File: src/rtl/text_framer.sv
// Buffers PAYLOAD_LEN text bytes, then streams preamble, SOF, length, payload and checksum.
// Define TEXT_FRAMER_CRC8_EN to replace the additive checksum with CRC-8 (poly 0x07).
module text_framer #(
  parameter int          PAYLOAD_LEN   = 16,
  parameter int          PREAMBLE_LEN  = 4,
  parameter logic [7:0]  PREAMBLE_BYTE = 8'h55,
  parameter logic [7:0]  SOF_BYTE      = 8'h7E
) (
  input  logic       clk,
  input  logic       reset,
  input  logic [7:0] data_in,
  input  logic       data_in_valid,
  output logic       data_in_ready,
  output logic [7:0] frame_out,
  output logic       frame_valid,
  input  logic       frame_ready,
  output logic       frame_start,
  output logic       frame_end,
  output logic       busy
);

  localparam int ADDR_W = (PAYLOAD_LEN > 1) ? $clog2(PAYLOAD_LEN) : 1;
  localparam int PRE_W  = (PREAMBLE_LEN > 1) ? $clog2(PREAMBLE_LEN) : 1;
  localparam logic [ADDR_W-1:0] PAY_LAST = ADDR_W'(PAYLOAD_LEN - 1);
  localparam logic [PRE_W-1:0]  PRE_LAST = PRE_W'(PREAMBLE_LEN - 1);
  localparam logic [7:0]        LEN_BYTE = 8'(PAYLOAD_LEN);

  typedef enum logic [2:0] {ST_FILL, ST_PRE, ST_SOF, ST_LEN, ST_PAY, ST_CHK} state_t;

  state_t            state_reg, state_next;
  logic [ADDR_W-1:0] addr_reg, addr_next;
  logic [PRE_W-1:0]  pre_reg, pre_next;
  logic [7:0]        acc_reg, acc_next;
  logic [7:0]        frame_out_reg, frame_out_next;
  logic              frame_valid_reg, frame_valid_next;
  logic              frame_start_reg, frame_start_next;
  logic              frame_end_reg, frame_end_next;

  logic              wr_en;
  logic              out_xfer;
  logic [ADDR_W-1:0] addr_inc;
  logic [ADDR_W-1:0] rd_addr;
  logic [7:0]        rd_data;
  logic [7:0]        acc_upd;
  logic [7:0]        chk_byte;
  logic [7:0]        mem [0:(1<<ADDR_W)-1];

  assign out_xfer = frame_valid_reg && frame_ready;
  assign addr_inc = addr_reg + ADDR_W'(1);
  // The read address is one byte ahead so the payload byte lands in frame_out on the transfer edge.
  assign rd_addr  = (state_reg == ST_PAY) ? addr_inc : '0;
  assign rd_data  = mem[rd_addr];

  always_ff @(posedge clk) begin
    if (wr_en) begin
      mem[addr_reg] <= data_in;
    end
  end

`ifdef TEXT_FRAMER_CRC8_EN
  function automatic logic [7:0] crc8_byte(input logic [7:0] crc, input logic [7:0] d);
    logic [7:0] x;
    x = crc ^ d;
    for (int i = 0; i < 8; i++) begin
      x = x[7] ? ({x[6:0], 1'b0} ^ 8'h07) : {x[6:0], 1'b0};
    end
    return x;
  endfunction

  assign acc_upd  = crc8_byte(acc_reg, data_in);
  assign chk_byte = acc_reg;
`else
  assign acc_upd  = acc_reg + data_in;
  assign chk_byte = 8'(~acc_reg + 8'd1);
`endif

  always_ff @(posedge clk or negedge reset) begin
    if (!reset) begin
      state_reg       <= ST_FILL;
      addr_reg        <= '0;
      pre_reg         <= '0;
      acc_reg         <= 8'h00;
      frame_out_reg   <= 8'h00;
      frame_valid_reg <= 1'b0;
      frame_start_reg <= 1'b0;
      frame_end_reg   <= 1'b0;
    end else begin
      state_reg       <= state_next;
      addr_reg        <= addr_next;
      pre_reg         <= pre_next;
      acc_reg         <= acc_next;
      frame_out_reg   <= frame_out_next;
      frame_valid_reg <= frame_valid_next;
      frame_start_reg <= frame_start_next;
      frame_end_reg   <= frame_end_next;
    end
  end

  always_comb begin
    state_next       = state_reg;
    addr_next        = addr_reg;
    pre_next         = pre_reg;
    acc_next         = acc_reg;
    frame_out_next   = frame_out_reg;
    frame_valid_next = frame_valid_reg;
    frame_start_next = frame_start_reg;
    frame_end_next   = frame_end_reg;
    wr_en            = 1'b0;
    case (state_reg)
      ST_FILL: begin
        if (data_in_valid) begin
          wr_en    = 1'b1;
          acc_next = acc_upd;
          if (addr_reg == PAY_LAST) begin
            state_next       = ST_PRE;
            addr_next        = '0;
            pre_next         = '0;
            frame_out_next   = PREAMBLE_BYTE;
            frame_valid_next = 1'b1;
            frame_start_next = 1'b1;
          end else begin
            addr_next = addr_inc;
          end
        end
      end
      ST_PRE: begin
        if (out_xfer) begin
          frame_start_next = 1'b0;
          if (pre_reg == PRE_LAST) begin
            state_next     = ST_SOF;
            frame_out_next = SOF_BYTE;
          end else begin
            pre_next = pre_reg + PRE_W'(1);
          end
        end
      end
      ST_SOF: begin
        if (out_xfer) begin
          state_next     = ST_LEN;
          frame_out_next = LEN_BYTE;
        end
      end
      ST_LEN: begin
        if (out_xfer) begin
          state_next     = ST_PAY;
          addr_next      = '0;
          frame_out_next = rd_data;
        end
      end
      ST_PAY: begin
        if (out_xfer) begin
          if (addr_reg == PAY_LAST) begin
            state_next     = ST_CHK;
            frame_out_next = chk_byte;
            frame_end_next = 1'b1;
          end else begin
            addr_next      = addr_inc;
            frame_out_next = rd_data;
          end
        end
      end
      ST_CHK: begin
        if (out_xfer) begin
          state_next       = ST_FILL;
          addr_next        = '0;
          acc_next         = 8'h00;
          frame_out_next   = 8'h00;
          frame_valid_next = 1'b0;
          frame_end_next   = 1'b0;
        end
      end
      default: begin
        state_next = ST_FILL;
      end
    endcase
  end

  always_comb begin
    data_in_ready = (state_reg == ST_FILL);
    busy          = (state_reg != ST_FILL);
    frame_out     = frame_out_reg;
    frame_valid   = frame_valid_reg;
    frame_start   = frame_start_reg;
    frame_end     = frame_end_reg;
  end

endmodule
File: config.mk
export PLATFORM = sky130hd
export DESIGN_NAME = text_framer
export DESIGN_NICKNAME = d
export VERILOG_FILES = /design/src/rtl/text_framer.sv
export SDC_FILE = /design/constraint.sdc
export NUM_CORES = 1
export LEC_CHECK = 0
export CAP_MARGIN = 10
export CORE_AREA = 2 2 124 126
export DETAILED_ROUTE_END_ITERATION = 7
export DIE_AREA = 0 0 126 128
export DONT_BUFFER_PORTS = 1
export GPL_ROUTABILITY_DRIVEN = 1
export PLACE_DENSITY = 0.61
export SLEW_MARGIN = 10
export SYNTH_ARGS = -nofsm -noshare
export SYNTH_HDL_FRONTEND = slang
export SYNTH_SLANG_ARGS = --single-unit
File: constraint.sdc
create_clock -name clk -period 4.2 [get_ports clk]
set_clock_uncertainty 0.1 [all_clocks]
set_input_delay 0.42 -clock clk [delete_from_list [all_inputs] [get_ports clk]]
set_output_delay 0.42 -clock clk [all_outputs]
set_load 0.05 [all_outputs]
# Word-level counts from Yosys, hierarchy flattened

Memory sizes are Yosys's and may differ from the RTL's.
Cells that the tools add are included.

RAM bits: 128
Output and inout bits: 13
Logic and storage cells: 95
Bits in registers: 28
Memories kept: 1

Add/sub/neg operators: 4
Multiplexer cells: 45
Reductions and logical operators: 17
Bitwise gates (word level): 1
Equal/unequal tests: 19

Memory list:

| name | words | bits a word | read ports | clocked after Yosys merged registers in | wr ports | RTL line | RTL |
|---|---|---|---|---|---|---|---|
| mem  | 16    | 8           | 1          | 0                                       | 1        | 46       | `logic [7:0] mem [0:(1<<ADDR_W)-1];` |

Operators by type and width:

| cell                                                                    | number |
|---|---|
| 8-bit two-way mux                                                       | 10 |
| 8-bit case mux with 6 select lines                                      | 1 |
| 3-bit two-way mux                                                       | 9 |
| 4-bit two-way mux                                                       | 6 |
| 2-bit inequality test, second input constant                            | 9 |
| 3-bit case mux with 6 select lines                                      | 1 |
| 9-bit AND reduction                                                     | 2 |
| 8-bit case mux with 2 select lines                                      | 1 |
| 4-bit case mux with 3 select lines                                      | 1 |
| 4-bit AND reduction                                                     | 3 |
| 5-bit AND reduction                                                     | 2 |
| 8-bit by 1-bit adder with 8-bit output, second input constant           | 1 |
| 8-bit adder                                                             | 1 |
| 1-bit two-way mux                                                       | 8 |
| 2-bit two-way mux                                                       | 4 |
| 8-bit inverter                                                          | 1 |
| 3-bit by 2-bit == test with 1-bit output, second input constant         | 2 |
| 3-bit == test, second input constant                                    | 2 |
| 2-bit by 1-bit inequality test with 1-bit output, second input constant | 3 |
| 1-bit case mux with 2 select lines                                      | 3 |
| 2-bit nonzero test                                                      | 3 |
| 3-bit nonzero test                                                      | 2 |
| 6-bit nonzero test                                                      | 1 |
| 4-bit by 1-bit adder with 4-bit output, second input constant           | 1 |
| other kinds (9)                                                         | 9 |

# Depth between registers and ports, before layout

An unclocked memory read counts as a cell.

Word-level depth: 6
Depth in mapped cells: 12
Depth with buffers taken out: 9

# Worst setup path before layout

Ideal clock, no wire load.

Path type: register -> register
Start: reg addr_reg[0]
End: reg frame_out_reg[5], in the netlist frame_out[5]
Stages on the path, launching flop included: 13
Required time: 3976 ps
Setup time: 124 ps
Setup slack: 1271 ps
Data arrival time: 2705 ps
Cells stage by stage: dfrtp_1 buf_4 inv_1 buf_2 buf_1 ha_1 nand4bb_1 clkbuf_1 clkbuf_1 a211oi_1 a311oi_1 nor3_1 or2_1

Word-level cells in the longest chain between the ends: 6

Ends and longest elaborated chain:

| item                                   | RTL line | RTL |
|---|---|---|
| start: declaration                     | 31       | `logic [ADDR_W-1:0] addr_reg, addr_next;` |
| start signal: assignment               | 89       | `addr_reg <= addr_next;` |
| 4-bit by 1-bit adder with 4-bit output | 49       | `assign addr_inc = addr_reg + ADDR_W'(1);` |
| 4-bit two-way mux                      | 51       | `assign rd_addr = (state_reg == ST_PAY) ? addr_inc : '0;` |
| memory 16 x 8 bit                      | n/a      |  |
| 8-bit two-way mux                      | 152      | `if (addr_reg == PAY_LAST) begin` |
| 8-bit two-way mux                      | 151      | `if (out_xfer) begin` |
| 8-bit case mux with 6 select lines     | 109      | `case (state_reg)` |
| end signal: assignment                 | 92       | `frame_out_reg <= frame_out_next;` |
| end: declaration                       | 34       | `logic [7:0] frame_out_reg, frame_out_next;` |

Parallel ways exist; a longest one is shown, timed or not. The select of a mux whose other input is x is not followed.
A chain may end at the register's enable or synchronous reset.

# Worst setup path after layout

Start: reg state_reg[2]
End: reg frame_out_reg[2], in the netlist frame_out[2]

Word-level cells in the longest chain between the ends: 6

Ends and longest elaborated chain:

| item                               | RTL line | RTL |
|---|---|---|
| start: declaration                 | 30       | `state_t state_reg, state_next;` |
| start signal: assignment           | 88       | `state_reg <= state_next;` |
| 3-bit == test                      | 51, 109  |  |
| 4-bit two-way mux                  | 51       |  |
| memory 16 x 8 bit                  | n/a      |  |
| 8-bit two-way mux                  | 152      |  |
| 8-bit two-way mux                  | 151      |  |
| 8-bit case mux with 6 select lines | 109      |  |

Parallel ways exist; a longest one is shown, timed or not. The select of a mux whose other input is x is not followed.

==> results by group <==
Status
  – Status: complete, no violations

Clocking
  – Root Buffer: clkbuf_16
  – CTS tree: done
  – Clock transition at the registers of the reported paths: 0.07 ns
  – Post_cts resized: 0
  – CTS Buf Count: 17
  – Clk sinks: 156
  – Max clock buf depth: 2
  – # H-tree levels: 4
  – Worst skew pair latency: 0.44 ns

Worst setup path
  – Crit. End Element: register
  – CP Buf/Inv Count: 0
  – Startpoint types: register
  – Crit path max-delay cell type: dfrtp_1
  – Reg-to-Reg End: frame_out[2]
  – CP delay by family, top: compound AO/OA/AOI/OAI gates
  – Worst r2r src: state_reg[2]
  – R2R depth: 5
  – Crit path required time: 4.40 ns
  – CP max FO: 19
  – Data arrival, critical path: 3.20 ns
  – Worst path max stage delay: 0.73 ns
  – Crit path cell chain: or3b_2, a21oi_1, o2111ai_1, a221oi_1, a211oi_1
  – Worst R2R Setup Slack: 1.20 ns
  – Critical path type: register to register

Synthesis
  – Post-synth top area cell: edfxtp_1
  – Cells after Synth: 556
  – Share of flip-flops with an asynchronous set or reset: 17.9%
  – Syn avg cell area: 13.0 um2
  – Post-Syn Nets: 583
  – Synth top area share: 53.3%
  – Simple-gate portion of the synthesized area: 11.0%
  – Largest family of logic cells by synthesized area: compound AO/OA/AOI/OAI gates
  – Netlist Area Pre-Place: 7210 um2
  – Mux contribution to synthesized area: 5.07%
  – #FFs+latches synth: 156
  – Synth unique cells: 65
  – Fraction of the mapped netlist area in adder cells: 2.71%
  – Post-synthesis compound-gate area fraction: 13.6%
  – Number of synthesized flops with an enable pin: 128
  – Post-synthesis xor/xnor area fraction: 1.46%
  – Post-synthesis sequential area ratio: 63.0%
  – Primary FF master, synth: edfxtp_1
  – Yosys warnings: 0
  – Synth top area cells: edfxtp_1 (53%), dfrtp_1 (9.7%), nor2_1 (2.6%)

Global route
  – Met1 Usage GRT: 35.1%
  – Total global routing overflow: 0
  – Grt met2 use: 37.8%
  – GRT Total Usage: 24.9%
  – Vias in the first global route: 4,553
  – Grt peak-use layer: met2
  – Routing usage on met3: 6.01%
  – Initial antenna violation count: 3
  – Pin count of the biggest net entering global routing: 30
  – First-pass GRT wire length: 29,200 um

Pwr
  – Power share of the clock group: 27.8%
  – Pwr dens: 690 nW/um2
  – Sw Pwr: 2240 uW
  – Switching Share: 40.1%
  – VDD IR max: 771 uV
  – Logic pwr share: 31.8%
  – Total power: 5590 uW
  – Sequential power share: 40.4%
  – Leak: 0.00282 uW
  – Power Internal: 3350 uW

Flow run
  – Max Cap Viol: 0

Placed design
  – PortBufs: 0
  – DPL Wire Length: 12,300 um
  – Global placement routability congestion: 0.959

Floorplan
  – Initial Util: 48.5%
  – Die Footprint: 16,100 um2
  – Core region area: 14,900 um2
  – Rows: 45
  – Ports: 25
  – Die width: 126 um
  – Die span in y: 128 um

Timing
  – Final min period: 3.00 ns
  – Setup TNS Final: 0 ns
  – Final period util: 71.5%
  – FMAX: 0.333 GHz
  – Unrepaired setup endpoints after global routing: false
  – Slew Limit Fails: 0
  – Final Hold Vio Count: 0
  – Finish-stage setup viols: 0
  – Worst Max-Slew Pin Slew: 1.02 ns
  – Slew HR: 32.0%

Final layout
  – Storage element area: 4540 um2
  – Commonest non-fill, non-tap cell in the layout: edfxtp_1
  – Max reg flops: 128
  – Layout cells sized above 1: 11.9%
  – Fillers: 1,225
  – Area Overhead vs Synth: 12.4%
  – Commonest cells after routing, fill and taps aside: edfxtp_1 (128), nor2_1 (49), nand2_1 (42)
  – Multi-input logic area: 2450 um2
  – Final nets: 593

Drt
  – Vias/cell: 6.28
  – DR pass1 iterations: 5
  – Final wirelength: 19,500 um
  – First DRT Iteration DRCs: 586
  – Mean routed wirelength per cell: 25.3 um
  – DRC: 0
  – Antenna viol nets, final: 0
  – Total number of vias: 4,826

Min path
  – Min-delay worst type: input port to register
  – Hold Startpoint: data_in[0]
  – Hold Path Cell Cnt: 3
  – WHS Endpoint: acc_reg[0]
kinds of logic after synthesis:
group                      Yosys count
AOI/OAI and AO/OA                  142
xor gates and xnor gates            12
adders and majority gates           15
buffers and inverters               46
DFF                                156
muxes                               27
and+or+nand+nor                    158
worst max path at each step:
stage	slack (ns)	to	cells past startpoint	from
after floorplan	1.27	frame_out[5]	12	addr_reg[0]
after global placement	1.24	frame_out[2]	5	state_reg[2]
after detailed placement	1.29	frame_out[2]	5	state_reg[2]
after CTS	1.30	frame_out[2]	5	state_reg[2]
after global routing	1.03	frame_out[5]	7	state_reg[0]
final	1.20	frame_out[2]	5	state_reg[2]
area by class of cell:
class	count	area share, %
multi-input combinational	354	30.3
inverter	13	0.603
clock inverter	15	2.13
antenna	1	0.0309
timing repair buffer	24	2.66
sequential	156	56.1
clock buffer	17	5.25
tap	188	2.90
worst min-delay path, delay by kind of cell:
family	cells	cell delay (ns)
adders and majority gates	1	0.10
and+or+nand+nor	2	0.13
power by group through the flow:
stage | registers [uW] | logic [uW] | clock network, uW
final | 2260 | 1780 | 1550
after detailed placement | 2290 | 1720 | 0
after CTS | 2250 | 1760 | 1570
after global routing | 2280 | 1940 | 1630
after global placement | 2280 | 1690 | 0
after floorplan | 2140 | 1370 | 0
through the flow:
| step | hold slack (ns) | utilization, % | instance area [um2] | worst slack [ns] | instances |
|---|---|---|---|---|---|
| finish | 0.158 | 54.5 | 8100 | 1.20 | 768 |
| global route | 0.166 | 54.5 | 8100 | 1.03 | 768 |
| CTS | 0.145 | 54.5 | 8100 | 1.30 | 767 |
| detailed placement | 0.0251 | 49.7 | 7390 | 1.29 | 725 |
| global placement | 0.0250 | 49.7 | 7390 | 1.24 | 725 |
| floorplan | 0.0244 | - | 7210 | 1.27 | 556 |
metal layers:
metal | routed length (um) | vias up | share of wire (%)
met4 | 565 | 2 | 2.9
met2 | 8920 | 227 | 46
met3 | 1420 | 32 | 7.3
li1 | - | 2165 | -
met5 | 13 | - | 0.067
met1 | 8540 | 2400 | 44
cells in the mapped netlist (all sizes together) (2+ instances only):
cell type / instances
clkbuf: 14
mux4: 7
nor2b: 8
ha: 14
o31ai: 5
dfrtp: 28
a21o: 4
a211o: 2
or3: 3
o41ai: 2
mux2i: 14
mux2: 6
nand2b: 6
nand3: 10
a311oi: 6
o221ai: 4
o211ai: 4
nor3b: 3
xor2: 5
o21a: 2
nor2: 49
a22oi: 2
a211oi: 14
nor3: 14
a221oi: 12
a2111oi: 2
a2bb2oi: 2
a221o: 4
a31oi: 9
and3: 3
inv: 13
a22o: 4
o2111ai: 3
nand2: 43
and2: 10
edfxtp: 128
o22ai: 3
o21ai: 25
xnor2: 7
buf: 19
a21oi: 28
repair_timing:
| item | CTS | global route |
|---|---|---|
| hold endpoints to repair | 156 | 0 |
| setup buffers | 0 | 0 |
| hold buffers | 10 | 0 |
No activity file was read; power rests on OpenSTA's default activity.
